==> src/rtl/led64_frame_sched.sv <==
// led64_frame_sched
// Scan-timing generator and four-source frame arbiter for the 8x8 LED
// matrix scanner. The divider produces scanclk. The arbiter picks which
// 64-bit source frame is presented on d. All arbitration state changes only
// on the frame boundary, which is the scanclk fall that ends row 7. d is
// therefore settled one half-period before the scanner's row-0 load rise.
module led64_frame_sched #(
   parameter int SCAN_DIV     = 1200,
   parameter int DWELL_FRAMES = 64
) (
   input  logic         clk,
   input  logic         resetn,
   input  logic [255:0] frames_in,
   input  logic [3:0]   req,
   input  logic         manual_en,
   input  logic [1:0]   manual_sel,
   output logic         scanclk,
   output logic [63:0]  d,
   output logic [1:0]   cur_src,
   output logic         blank,
   output logic         frame_start,
   output logic [2:0]   row_idx
);

   localparam int DIV_W = $clog2(SCAN_DIV);
   localparam int DWL_W = (DWELL_FRAMES > 1) ? $clog2(DWELL_FRAMES) : 1;
   localparam logic [DIV_W-1:0] DIV_LAST   = DIV_W'(SCAN_DIV - 1);
   localparam logic [DWL_W-1:0] DWELL_LAST = DWL_W'(DWELL_FRAMES - 1);

   // Timing state
   logic [DIV_W-1:0] r_div;
   logic             r_scanclk;
   logic [2:0]       r_row;

   // Arbitration state
   logic [DWL_W-1:0] r_dwell;
   logic [1:0]       r_cur;
   logic             r_blank;
   logic [63:0]      r_d;
   logic             r_fs;

   // Decode of the divider and boundary events
   logic             w_tick;
   logic             w_rise;
   logic             w_bound;

   // Round-robin search results
   logic [1:0]       w_cand;
   logic [1:0]       w_win;
   logic             w_any;
   logic             w_keep;

   // Next arbitration state
   logic [1:0]       w_nxt_cur;
   logic             w_nxt_blank;
   logic [63:0]      w_nxt_d;
   logic [DWL_W-1:0] w_nxt_dwell;

   // Extract source i from the packed frame bus.
   function automatic logic [63:0] sel_frame(input logic [255:0] f,
                                             input logic [1:0]   i);
      return f[{i, 6'b000000} +: 64];
   endfunction

   // The divider wraps on the last count. The scanclk level before the
   // toggle tells a rise from a fall. A fall while row_idx is 0 ends row 7,
   // and that fall is the frame boundary.
   assign w_tick  = (r_div == DIV_LAST);
   assign w_rise  = w_tick & ~r_scanclk;
   assign w_bound = w_tick &  r_scanclk & (r_row == 3'd0);

   // Divider, scanclk toggle and row counter that advances on each rise
   always_ff @(posedge clk or negedge resetn) begin
      if (!resetn) begin
         r_div     <= '0;
         r_scanclk <= 1'b0;
         r_row     <= 3'd0;
      end else begin
         if (w_tick) begin
            r_div     <= '0;
            r_scanclk <= ~r_scanclk;
         end else begin
            r_div <= r_div + DIV_W'(1);
         end
         if (w_rise) begin
            r_row <= r_row + 3'd1;
         end
      end
   end

   // Round-robin search starting after the current source and ending on
   // the current source itself. The loop runs from the last candidate to
   // the first, so the earliest requester in the order overwrites later
   // ones.
   always_comb begin
      w_win  = r_cur;
      w_any  = 1'b0;
      w_cand = r_cur;
      for (int k = 4; k >= 1; k--) begin
         w_cand = r_cur + 2'(k);
         if (req[w_cand]) begin
            w_win = w_cand;
            w_any = 1'b1;
         end
      end
   end

   // The current source stays while it still requests, is actually shown,
   // and has not used up its dwell.
   assign w_keep = req[r_cur] & ~r_blank & (r_dwell < DWELL_LAST);

   // Boundary decision: manual overrides, then keep, then reselect or blank
   always_comb begin
      w_nxt_cur   = r_cur;
      w_nxt_blank = r_blank;
      w_nxt_d     = r_d;
      w_nxt_dwell = r_dwell;
      if (manual_en) begin
         w_nxt_cur   = manual_sel;
         w_nxt_blank = 1'b0;
         w_nxt_d     = sel_frame(frames_in, manual_sel);
         w_nxt_dwell = '0;
      end else if (w_keep) begin
         w_nxt_d     = sel_frame(frames_in, r_cur);
         w_nxt_dwell = r_dwell + DWL_W'(1);
      end else if (w_any) begin
         w_nxt_cur   = w_win;
         w_nxt_blank = 1'b0;
         w_nxt_d     = sel_frame(frames_in, w_win);
         w_nxt_dwell = '0;
      end else begin
         w_nxt_blank = 1'b1;
         w_nxt_d     = '0;
         w_nxt_dwell = '0;
      end
   end

   // Arbitration registers load only at the frame boundary, so they cannot tear
   always_ff @(posedge clk or negedge resetn) begin
      if (!resetn) begin
         r_cur   <= 2'd0;
         r_blank <= 1'b1;
         r_d     <= '0;
         r_dwell <= '0;
      end else if (w_bound) begin
         r_cur   <= w_nxt_cur;
         r_blank <= w_nxt_blank;
         r_d     <= w_nxt_d;
         r_dwell <= w_nxt_dwell;
      end
   end

   // frame_start is high for the one cycle after the boundary edge
   always_ff @(posedge clk or negedge resetn) begin
      if (!resetn) begin
         r_fs <= 1'b0;
      end else begin
         r_fs <= w_bound;
      end
   end

   assign scanclk     = r_scanclk;
   assign row_idx     = r_row;
   assign d           = r_d;
   assign cur_src     = r_cur;
   assign blank       = r_blank;
   assign frame_start = r_fs;

endmodule

==> config.mk <==
export PLATFORM = sky130hd
export DESIGN_NAME = led64_frame_sched
export DESIGN_NICKNAME = d
export VERILOG_FILES = /design/src/rtl/led64_frame_sched.sv
export SDC_FILE = /design/constraint.sdc
export NUM_CORES = 1
export LEC_CHECK = 0
export CAP_MARGIN = 20
export CORE_MARGIN = 2
export CORE_UTILIZATION = 30
export DETAILED_ROUTE_END_ITERATION = 10
export SYNTH_ARGS = -nofsm -noshare
export SYNTH_HDL_FRONTEND = slang
export SYNTH_SLANG_ARGS = --single-unit
==> constraint.sdc <==
create_clock -name clk -period 2 [get_ports clk]
set_input_delay 0.2 -clock clk [delete_from_list [all_inputs] [get_ports clk]]
set_output_delay 0.2 -clock clk [all_outputs]
set_load 0.02 [all_outputs]
==> results of run 1 <==
[worst max-delay path, delay by kind of cell (launching register included)]
kind	cells	cell delay [ps]
flops	1	470
buf+inv	4	610
compound gates	5	880
simple gates	1	120
[metal layers]
layer  routed length [um]  up-vias  global-route usage, %  part of all wire (%)
met5                    0        -                      0                     0
met4                 1330        0                   9.65                   2.7
met3                 5060      104                   6.45                    10
met2                23300      741                   44.1                    47
met1                19700     5725                   32.9                    40
li1                     -     4889                      -                     -
[repair_timing]
action / 4_1_cts / 5_1_grt
pin swaps: 6 / 85
gates cloned: 9 / 22
buffers inserted: 4 / 11
hold buffers: 1 / 0
setup endpoints to repair: 67 / 72
hold endpoints to repair: 88 / 0
resized for setup: 49 / 80
[final timing paths]
kind / to / slack, ps / cells past startpoint
worst max-delay path: d[24] / -150 / 10
worst min-delay path: d[34] / 440 / 3
worst max register to register: d[24] / -150 / 10
worst min register to register: d[1] / 490 / 2
max in group asynchronous: r_div[6] / 1090 / 3
min in group clk: d[4] / 450 / 4
[cells in the final DEF (no fill, tap or decap), types with 3 or more instances in the layout]
cell type / instances
nor2_1: 9
o21ai_0: 65
o31a_1: 63
clkdlybuf4s50_1: 330
clkbuf_16: 25
o21ai_1: 65
xor2_1: 5
a211oi_4: 5
a21oi_1: 62
o22ai_2: 4
mux4_2: 129
a211oi_2: 43
dfrtp_1: 86
ha_1: 3
nand3_1: 11
buf_12: 31
a211oi_1: 79
and3_1: 128
buf_4: 57
buf_8: 4
inv_1: 5
xnor2_1: 6
buf_6: 20
o21ai_2: 3
buf_16: 12
nand2_1: 79
a21oi_2: 5
[per-stage QoR]
| stage | setup WS [ps] | power, mW | cell area, sq um |
|---|---|---|---|
| after floorplan | -174 | 2.74 | 9970 |
| after global placement | -378 | 3.77 | 14500 |
| after detailed placement | -411 | 3.80 | 14500 |
| after CTS | -88.7 | 5.91 | 15300 |
| after global routing | -237 | 6.34 | 16200 |
| final | -145 | 6.10 | 16200 |
[cells by family (layout without fill, tap and decap cells)]
logic type / after synthesis / count (layout)
buffers and inverters: 136 / 497
adders and majority gates: 4 / 4
other: 0 / 2
DFF: 89 / 89
and+or+nand+nor: 251 / 251
AOI/OAI and AO/OA: 409 / 409
muxes: 131 / 131
xor gates and xnor gates: 11 / 11
[sequential cells by signal, summed over array words and instances, names as in the netlist]
| register | count |
|---|---|
| d | 64 |
| r_div | 11 |
| r_dwell | 6 |
| row_idx | 3 |
| cur_src | 2 |
| blank | 1 |
| frame_start | 1 |
| scanclk | 1 |
[report_power, final]
group	internal, mW	switching, mW
Combinational	1.34	1.01
Clock	1.10	0.860
Sequential	1.80	0
Total	4.23	1.87
[area by class of cell]
type                            count  area, sq um
Fill cell                        2913        16200
Multi-Input combinational cell    806         7610
Sequential cell                    89         2240
Tap cell                          442          553
Antenna cell                        2         5.00
Clock inverter                      6         92.6
Timing Repair Buffer              475         5460
Clock buffer                        9          225
Inverter                            7         31.3
[synth_stat cells, types with 3 or more instances]
library cell and instances:
xor2_1 5, a21oi_1 68, clkbuf_1 104, o22ai_1 4, xnor2_1 6, o31a_1 63, a211oi_1 127, nor2_1 10
nand3_1 11, buf_6 3, and3_1 129, o21ai_0 66, inv_1 6, nor2b_1 3, buf_2 14, ha_1 4
nor3_1 3, o21ai_1 68, buf_1 6, dfrtp_1 88, mux4_2 129, nand2_1 84
==> results.sh, run 1 <==
export IMPL_dpl_cell_count=1773
export IMPL_crit_type="reg2reg"
export IMPL_utilization_pct=50.0
export IMPL_instances_no_fill=1836
export IMPL_path_clk_slew_ps=80
export IMPL_hpwl_mm=29.0
export IMPL_via_per_inst=6.24
export IMPL_final_antenna_net_count=0
export IMPL_finClkSkew_ps=9.64
export IMPL_synth_compound_area_share_pct=27.0
export IMPL_via_count=11500
export IMPL_ys_types=42
export IMPL_overflow=0
export IMPL_synth_xor_area_share_pct=0.977
export IMPL_synth_mux_area_share_pct=29.7
export IMPL_htreeDepth=3
export IMPL_wl_per_cell_um=26.9
export IMPL_drv_slew=0
export IMPL_slowest_delay_ps=470
export IMPL_yosysWarnings=0
export IMPL_slowest_stage="dfrtp_4"
export IMPL_irDropWorstVdd_mv=0.427
export IMPL_power_density_mw_per_mm2=376
export IMPL_synth_adder_area_share_pct=0.507
export IMPL_setup_ws_ps=-145
export IMPL_startpoint="cur_src[1]"
export IMPL_port_buffers=336
export IMPL_num_rows=66
export IMPL_synth_top_family_by_area="multiplexers"
export IMPL_status="finished with violations"
export IMPL_critical_path_most_common_cell="buf_6"
export IMPL_critPathCaptureType="flip-flop"
export IMPL_grt_max_degree=90
export IMPL_r2r_start="cur_src[1]"
export IMPL_synth_area_leaders="mux4_2 29%, dfrtp_1 22%, a211oi_1 9.7%"
export IMPL_clock_path_buffers=2
export IMPL_nNetsFinal=1657
export IMPL_clock_root_buffer="clkbuf_16"
export IMPL_syn_area_sq_mm=0.00986
export IMPL_grt_usage_pct=26.3
export IMPL_avgSynthCellArea_sq_um=9.57
export IMPL_path_cells="buf_6 -> nand2b_4 -> a21oi_4 -> buf_6 -> a211oi_4 -> buf_6 -> buf_16 -> a211oi_1 -> o31a_1 -> o21ai_1"
export IMPL_grt_pass1_vias=11600
export IMPL_gp_congestion=0.832
export IMPL_synthesis_nets=1300
export IMPL_cap_viol_max_count=0
export IMPL_tritoncts="done"
export IMPL_final_layout_size_suffix_gt1_share_pct=27.2
export IMPL_drc_errors=0
export IMPL_ys_ff_latch=89
export IMPL_worstHoldPathType="in2async"
export IMPL_yosysTopAreaCellShare_pct=29.5
export IMPL_core_area_sq_mm=0.0325
export IMPL_tightest_slew_ps=658
export IMPL_fin_crit_sh_pct=107
export IMPL_first_pass_iters=5
export IMPL_yosysTopAreaCell="mux4_2"
export IMPL_required_ps=2280
export IMPL_p_leak_nw=6.20
export IMPL_grt_pass1_wl_mm=68.7
export IMPL_synth_edff_count=0
export IMPL_yosys_area_share_simple_pct=13.6
export IMPL_ys_async_sr_fraction_pct=100
export IMPL_rsz0062_at_grt="true"
export IMPL_crit_fanout=11
export IMPL_start_util_pct=30.4
export IMPL_tns_ps=-6290
export IMPL_failed_checks="negative setup slack"
export IMPL_finalCriticalPeriod_ps=2150
export IMPL_setup_viol=67
export IMPL_fin_hold_ws_ps=437
export IMPL_clock_sinks=89
export IMPL_crit_arrival_ps=2430
export IMPL_synth_flop_cell="dfrtp_1"
export IMPL_seq_area_frac_synth_pct=22.6
export IMPL_chipHeight_um=185
export IMPL_clk_latency_ps=350
export IMPL_critPathLaunchType="flip-flop"
export IMPL_drt_total_wl_mm=49.4
export IMPL_max_freq_mhz=466
export IMPL_numCtsBuffers=9
export IMPL_area_delta_synth_final_pct=64.4
export IMPL_die_w_um=185
export IMPL_postSynthCellCount=1031
export IMPL_hold_viol=0
export IMPL_drt_iter0_markers=1055
export IMPL_io_pins=337
export IMPL_maxSlewHeadroom_pct=56.2
export IMPL_die_area_sq_mm=0.0343
export IMPL_grt_antenna_before_repair=2
Power figures use the tool's default switching activity.
==> run 2: changes to the inputs <==
- SKIP_LAST_GASP: unset -> 1
==> run 2 against run 1 <==
The flow still finishes with violations (negative setup slack). First-iteration DRC count fell by 6.7%. Flip-flop and latch count is the same. Hold slack improved by 12 ps. Critical path depth unchanged. Clock power is essentially flat. Register-to-register slack about the same. Critical path type unchanged. Highest routed layer unchanged.
==> results.sh, run 2 (same netlist as run 1, synthesis figures left out) <==
export IMPL_grt_pass1_vias=11500
export IMPL_port_buffers=336
export IMPL_final_common_cell="clkdlybuf4s50_1"
export IMPL_first_pass_iters=5
export IMPL_crit_arrival_ps=2420
export IMPL_crit_fanout=6
export IMPL_area_delta_synth_final_pct=60.5
export IMPL_via_count=11300
export IMPL_finClkSkew_ps=12.6
export IMPL_overflow=0
export IMPL_final_layout_size_suffix_gt1_share_pct=25.7
export IMPL_irDropWorstVdd_mv=0.423
export IMPL_grt_antenna_before_repair=1
export IMPL_critPathLaunchType="flip-flop"
export IMPL_worstHoldPathType="in2async"
export IMPL_pre_cts_slack_ps=-411
export IMPL_status="finished with violations"
export IMPL_clock_root_buffer="clkbuf_16"
export IMPL_grt_pass1_wl_mm=68.6
export IMPL_final_antenna_net_count=0
export IMPL_wl_per_cell_um=26.1
export IMPL_setup_ws_ps=-152
export IMPL_num_rows=66
export IMPL_rsz0062_at_grt="true"
export IMPL_path_clk_slew_ps=80
export IMPL_r2r_slack_ps=-150
export IMPL_clock_path_buffers=2
export IMPL_fin_hold_ws_ps=449
export IMPL_start_util_pct=30.4
export IMPL_clock_sinks=89
export IMPL_clk_latency_ps=350
export IMPL_required_ps=2270
export IMPL_drt_total_wl_mm=47.5
export IMPL_htreeDepth=3
export IMPL_cap_viol_max_count=0
export IMPL_max_freq_mhz=465
export IMPL_tritoncts="done"
export IMPL_largest_register_ffs=64
export IMPL_crit_type="reg2reg"
export IMPL_maxSlewHeadroom_pct=57.0
export IMPL_gp_congestion=0.832
export IMPL_io_pins=337
export IMPL_numCtsBuffers=9
export IMPL_drv_slew=0
export IMPL_drt_iter0_markers=984
export IMPL_p_leak_nw=6.09
export IMPL_hpwl_mm=29.0
export IMPL_power_density_mw_per_mm2=376
export IMPL_die_w_um=185
export IMPL_seq_area_sq_mm=0.00224
export IMPL_core_area_sq_mm=0.0325
export IMPL_failed_checks="negative setup slack"
export IMPL_setup_viol=65
export IMPL_layout_common_cells="330 x clkdlybuf4s50_1, 129 x mux4_2, 127 x and3_1, 93 x a211oi_1, 86 x dfrtp_1"
export IMPL_fill_cells=2936
export IMPL_grt_max_degree=90
export IMPL_finalCriticalPeriod_ps=2150
export IMPL_via_per_inst=6.20
export IMPL_chipHeight_um=185
export IMPL_die_area_sq_mm=0.0343
export IMPL_grt_usage_pct=26.3
export IMPL_multi_input_area_sq_mm=0.00754
export IMPL_critPathCaptureType="flip-flop"
export IMPL_hold_viol=0
export IMPL_tightest_slew_ps=644
export IMPL_drc_errors=0
export IMPL_fin_crit_sh_pct=108
export IMPL_nNetsFinal=1641
[run 2: worst max-delay path, stage by stage, from the launching register on]
cell	delay (ps)
dfrtp_4	460
buf_6	120
nand2b_4	120
a21oi_4	60
buf_6	120
a211oi_4	330
buf_6	220
clkbuf_16	190
a211oi_1	50
o31a_1	240
o21ai_1	150
[run 2: repair_timing]
item	CTS	global route
buffers inserted	4	7
pin swaps	6	69
endpoints found under the hold margin	88	0
cloned	9	10
setup endpoints to repair	67	73
hold buffers	1	0
gates resized for setup	40	70
[run 2: report_power, final]
group	internal [mW]	switching (mW)
clock network	1.10	0.848
logic	1.26	0.945
registers	1.80	0
[run 2: per-layer routing]
metal | routed length [um] | global-route usage, % | up-vias
li1 | - | - | 4848
met1 | 18800 | 33.0 | 5606
met2 | 22700 | 43.8 | 735
met3 | 4780 | 6.31 | 92
met4 | 1170 | 9.49 | 0
met5 | 0 | 0 | -
[run 2: path summary, 6_finish.rpt]
| check | startpoint | endpoint | cells past startpoint |
|---|---|---|---|
| max in group asynchronous | resetn | cur_src[0] | 3 |
| setup reg to reg | cur_src[1] | d[60] | 10 |
| min in group clk | manual_sel[1] | cur_src[1] | 4 |
| setup / recovery | cur_src[1] | d[60] | 10 |
| hold / removal | resetn | d[34] | 3 |
| hold reg to reg | d[1] | d[1] | 2 |
[run 2: stage by stage]
stage	power [mW]	utilization, %	cell area, sq um	cells	TNS (ps)
final	5.95	48.8	15800	1819	-6810
after global routing	6.21	48.8	15800	1818	-11960
after detailed placement	3.80	44.6	14500	1773	-25310
after CTS	5.90	47.1	15300	1802	-4770
after global placement	3.77	44.6	14500	1773	-23600
after floorplan	2.74	-	9970	1031	-10570
[run 2: cell type report]
cell class | instances | share of cell area, %
Antenna cell | 1 | 0.0158
Clock buffer | 9 | 1.42
Clock inverter | 6 | 0.585
Inverter | 7 | 0.198
Multi-Input combinational cell | 806 | 47.6
Sequential cell | 89 | 14.1
Tap cell | 442 | 3.49
Timing Repair Buffer | 459 | 32.5
==> run 3: changes to the inputs <==
- HOLD_SLACK_MARGIN: unset -> 0.05
- clock period: 2 -> 2.7 ns (I/O delays scaled with it)
==> run 3 against run 2 <==
The flow now finishes without violations. Total power fell by 31%. Die area is the same. Largest cell class unchanged. Routed wire length shrank 13%.
==> results.sh, run 3 (same netlist as run 1, synthesis figures left out) <==
export IMPL_status="completed"
export IMPL_die_area_sq_mm=0.0343
export IMPL_maxSlewHeadroom_pct=47.3
export IMPL_cp_depth=2
export IMPL_fill_cells=3088
export IMPL_clock_path_buffers=2
export IMPL_chipHeight_um=185
export IMPL_setup_ws_ps=213
export IMPL_cap_viol_max_count=0
export IMPL_p_clk_share_pct=33.7
export IMPL_intPower_mw=2.87
export IMPL_multi_input_area_sq_mm=0.00714
export IMPL_layout_common_cells="332 x clkdlybuf4s50_1, 129 x and3_1, 129 x mux4_2, 126 x a211oi_1, 86 x dfrtp_1"
export IMPL_worstHoldStart="manual_sel[0]"
export IMPL_power_density_mw_per_mm2=290
export IMPL_finalCriticalPeriod_ps=2490
export IMPL_crit_reg2reg_capture="d[62]"
export IMPL_p_switching_mw=1.24
export IMPL_pre_cts_slack_ps=166
export IMPL_tns_ps=0
export IMPL_r2r_slack_ps=380
export IMPL_grt_pass1_wl_mm=61.9
export IMPL_port_buffers=336
export IMPL_r2r_start="cur_src[1]"
export IMPL_wl_met1_mm=17.3
export IMPL_overflow=0
export IMPL_critPathTopFamily="buffers and inverters"
export IMPL_startpoint="cur_src[0]"
export IMPL_numCtsBuffers=9
export IMPL_drt_total_wl_mm=41.5
export IMPL_irDropWorstVdd_mv=0.263
export IMPL_die_w_um=185
export IMPL_p_seq_share_pct=32.4
export IMPL_path_cells="buf_6 -> clkdlybuf4s50_1"
export IMPL_nNetsFinal=1562
export IMPL_core_area_sq_mm=0.0325
export IMPL_clk_latency_ps=350
export IMPL_cts_setup_buffers=0
export IMPL_placed_cell_area_sq_mm=0.0139
export IMPL_clock_sinks=89
export IMPL_grt_antenna_before_repair=0
export IMPL_routed_wl_met2_mm=19.9
export IMPL_drt_iter0_markers=769
export IMPL_worst_r2r_path_depth=6
export IMPL_io_pins=337
export IMPL_final_antenna_net_count=0
export IMPL_grt_max_degree=71
export IMPL_path_clk_slew_ps=70
export IMPL_max_freq_mhz=402
export IMPL_dpl_cell_count=1723
export IMPL_final_common_cell="clkdlybuf4s50_1"
export IMPL_seq_area_sq_mm=0.00224
export IMPL_dr_max_layer_used="met4"
export IMPL_grt_pass1_vias=10500
export IMPL_crit_arrival_ps=2220
export IMPL_via_count=10500
export IMPL_crit_type="reg2out"
export IMPL_critPathCaptureType="primary output"
export IMPL_num_rows=66
export IMPL_swShare_pct=30.1
export IMPL_start_util_pct=30.4
export IMPL_hold_viol=0
export IMPL_first_pass_iters=5
export IMPL_rsz0062_at_grt="false"
export IMPL_fin_area_sq_mm=0.0142
export IMPL_p_leak_nw=5.30
export IMPL_largest_register_ffs=64
export IMPL_p_comb_share_pct=33.9
export IMPL_instances_no_fill=1740
export IMPL_htreeDepth=3
export IMPL_tritoncts="done"
export IMPL_crit_fanout=50
export IMPL_critPathLaunchType="flip-flop"
export IMPL_drc_errors=0
export IMPL_gp_congestion=0.808
export IMPL_num_antenna_cells=0
export IMPL_fin_crit_sh_pct=92.1
export IMPL_critical_path_buf_inv_count=2
export IMPL_clock_root_buffer="clkbuf_16"
export IMPL_area_delta_synth_final_pct=43.7
export IMPL_worstHoldPathType="in2reg"
export IMPL_hpwl_mm=26.9
export IMPL_wl_per_cell_um=23.9
export IMPL_final_layout_size_suffix_gt1_share_pct=15.9
export IMPL_setup_viol=0
export IMPL_slowest_delay_ps=720
export IMPL_cp_endpoint="cur_src[0]"
export IMPL_finClkSkew_ps=12.7
export IMPL_via_per_inst=6.04
export IMPL_required_ps=2430
export IMPL_dr_wl_met3_mm=3.50
export IMPL_drv_slew=0
export IMPL_slowest_stage="clkdlybuf4s50_1"
export IMPL_tightest_slew_ps=790
export IMPL_grt_usage_pct=23.6
## run 3: routing by layer
metal / global-route usage, % / up-vias
met4: 7.24 / 0
met5: 0 / -
met3: 4.03 / 49
li1: - / 4658
met1: 31.3 / 5233
met2: 39.2 / 570
## run 3: worst min path at each step
stage	slack (ps)	endpoint	cells past startpoint
5_1_grt	360	cur_src[0]	3
3_5_place_dp	400	frame_start	1
6_report	360	cur_src[0]	3
3_3_place_gp	400	frame_start	1
4_1_cts	340	cur_src[0]	3
2_1_floorplan	-30	cur_src[0]	0
## run 3: power groups by stage
stage          Clock [mW]  Combinational, mW  Sequential (mW)
6_report             1.39               1.39             1.33
5_1_grt              1.49               1.48             1.33
4_1_cts              1.43               1.39             1.33
3_5_place_dp            0               1.38             1.36
3_3_place_gp            0               1.37             1.36
2_1_floorplan           0              0.654             1.36
## run 3: layout make-up
cell class | instances | share of cell area [%]
clock buffers | 11 | 1.71
clock inverters | 5 | 0.441
inverters | 7 | 0.185
multi-input cells | 806 | 50.4
flip-flops and latches | 89 | 15.8
well taps | 442 | 3.90
repair buffers | 380 | 27.6
## run 3: stage by stage
step                      hold slack, ps  power [mW]  util [%]
after floorplan                    -25.6        2.01         -
after global placement               402        2.73      42.7
after detailed placement             397        2.74      42.7
after CTS                            342        4.15      43.7
after global routing                 358        4.31      43.7
final                                361        4.11      43.7
## run 3: tightest hold or removal path, cell delays in order
cell and delay (ps):
buf_4 200, o22ai_1 140, a21oi_1 60
## run 3: timing repair
action | CTS | global route
setup endpoints to repair | 0 | 1
gates resized for setup | 0 | 1
hold buffers | 1 | 0
endpoints found under the hold margin | 47 | 0
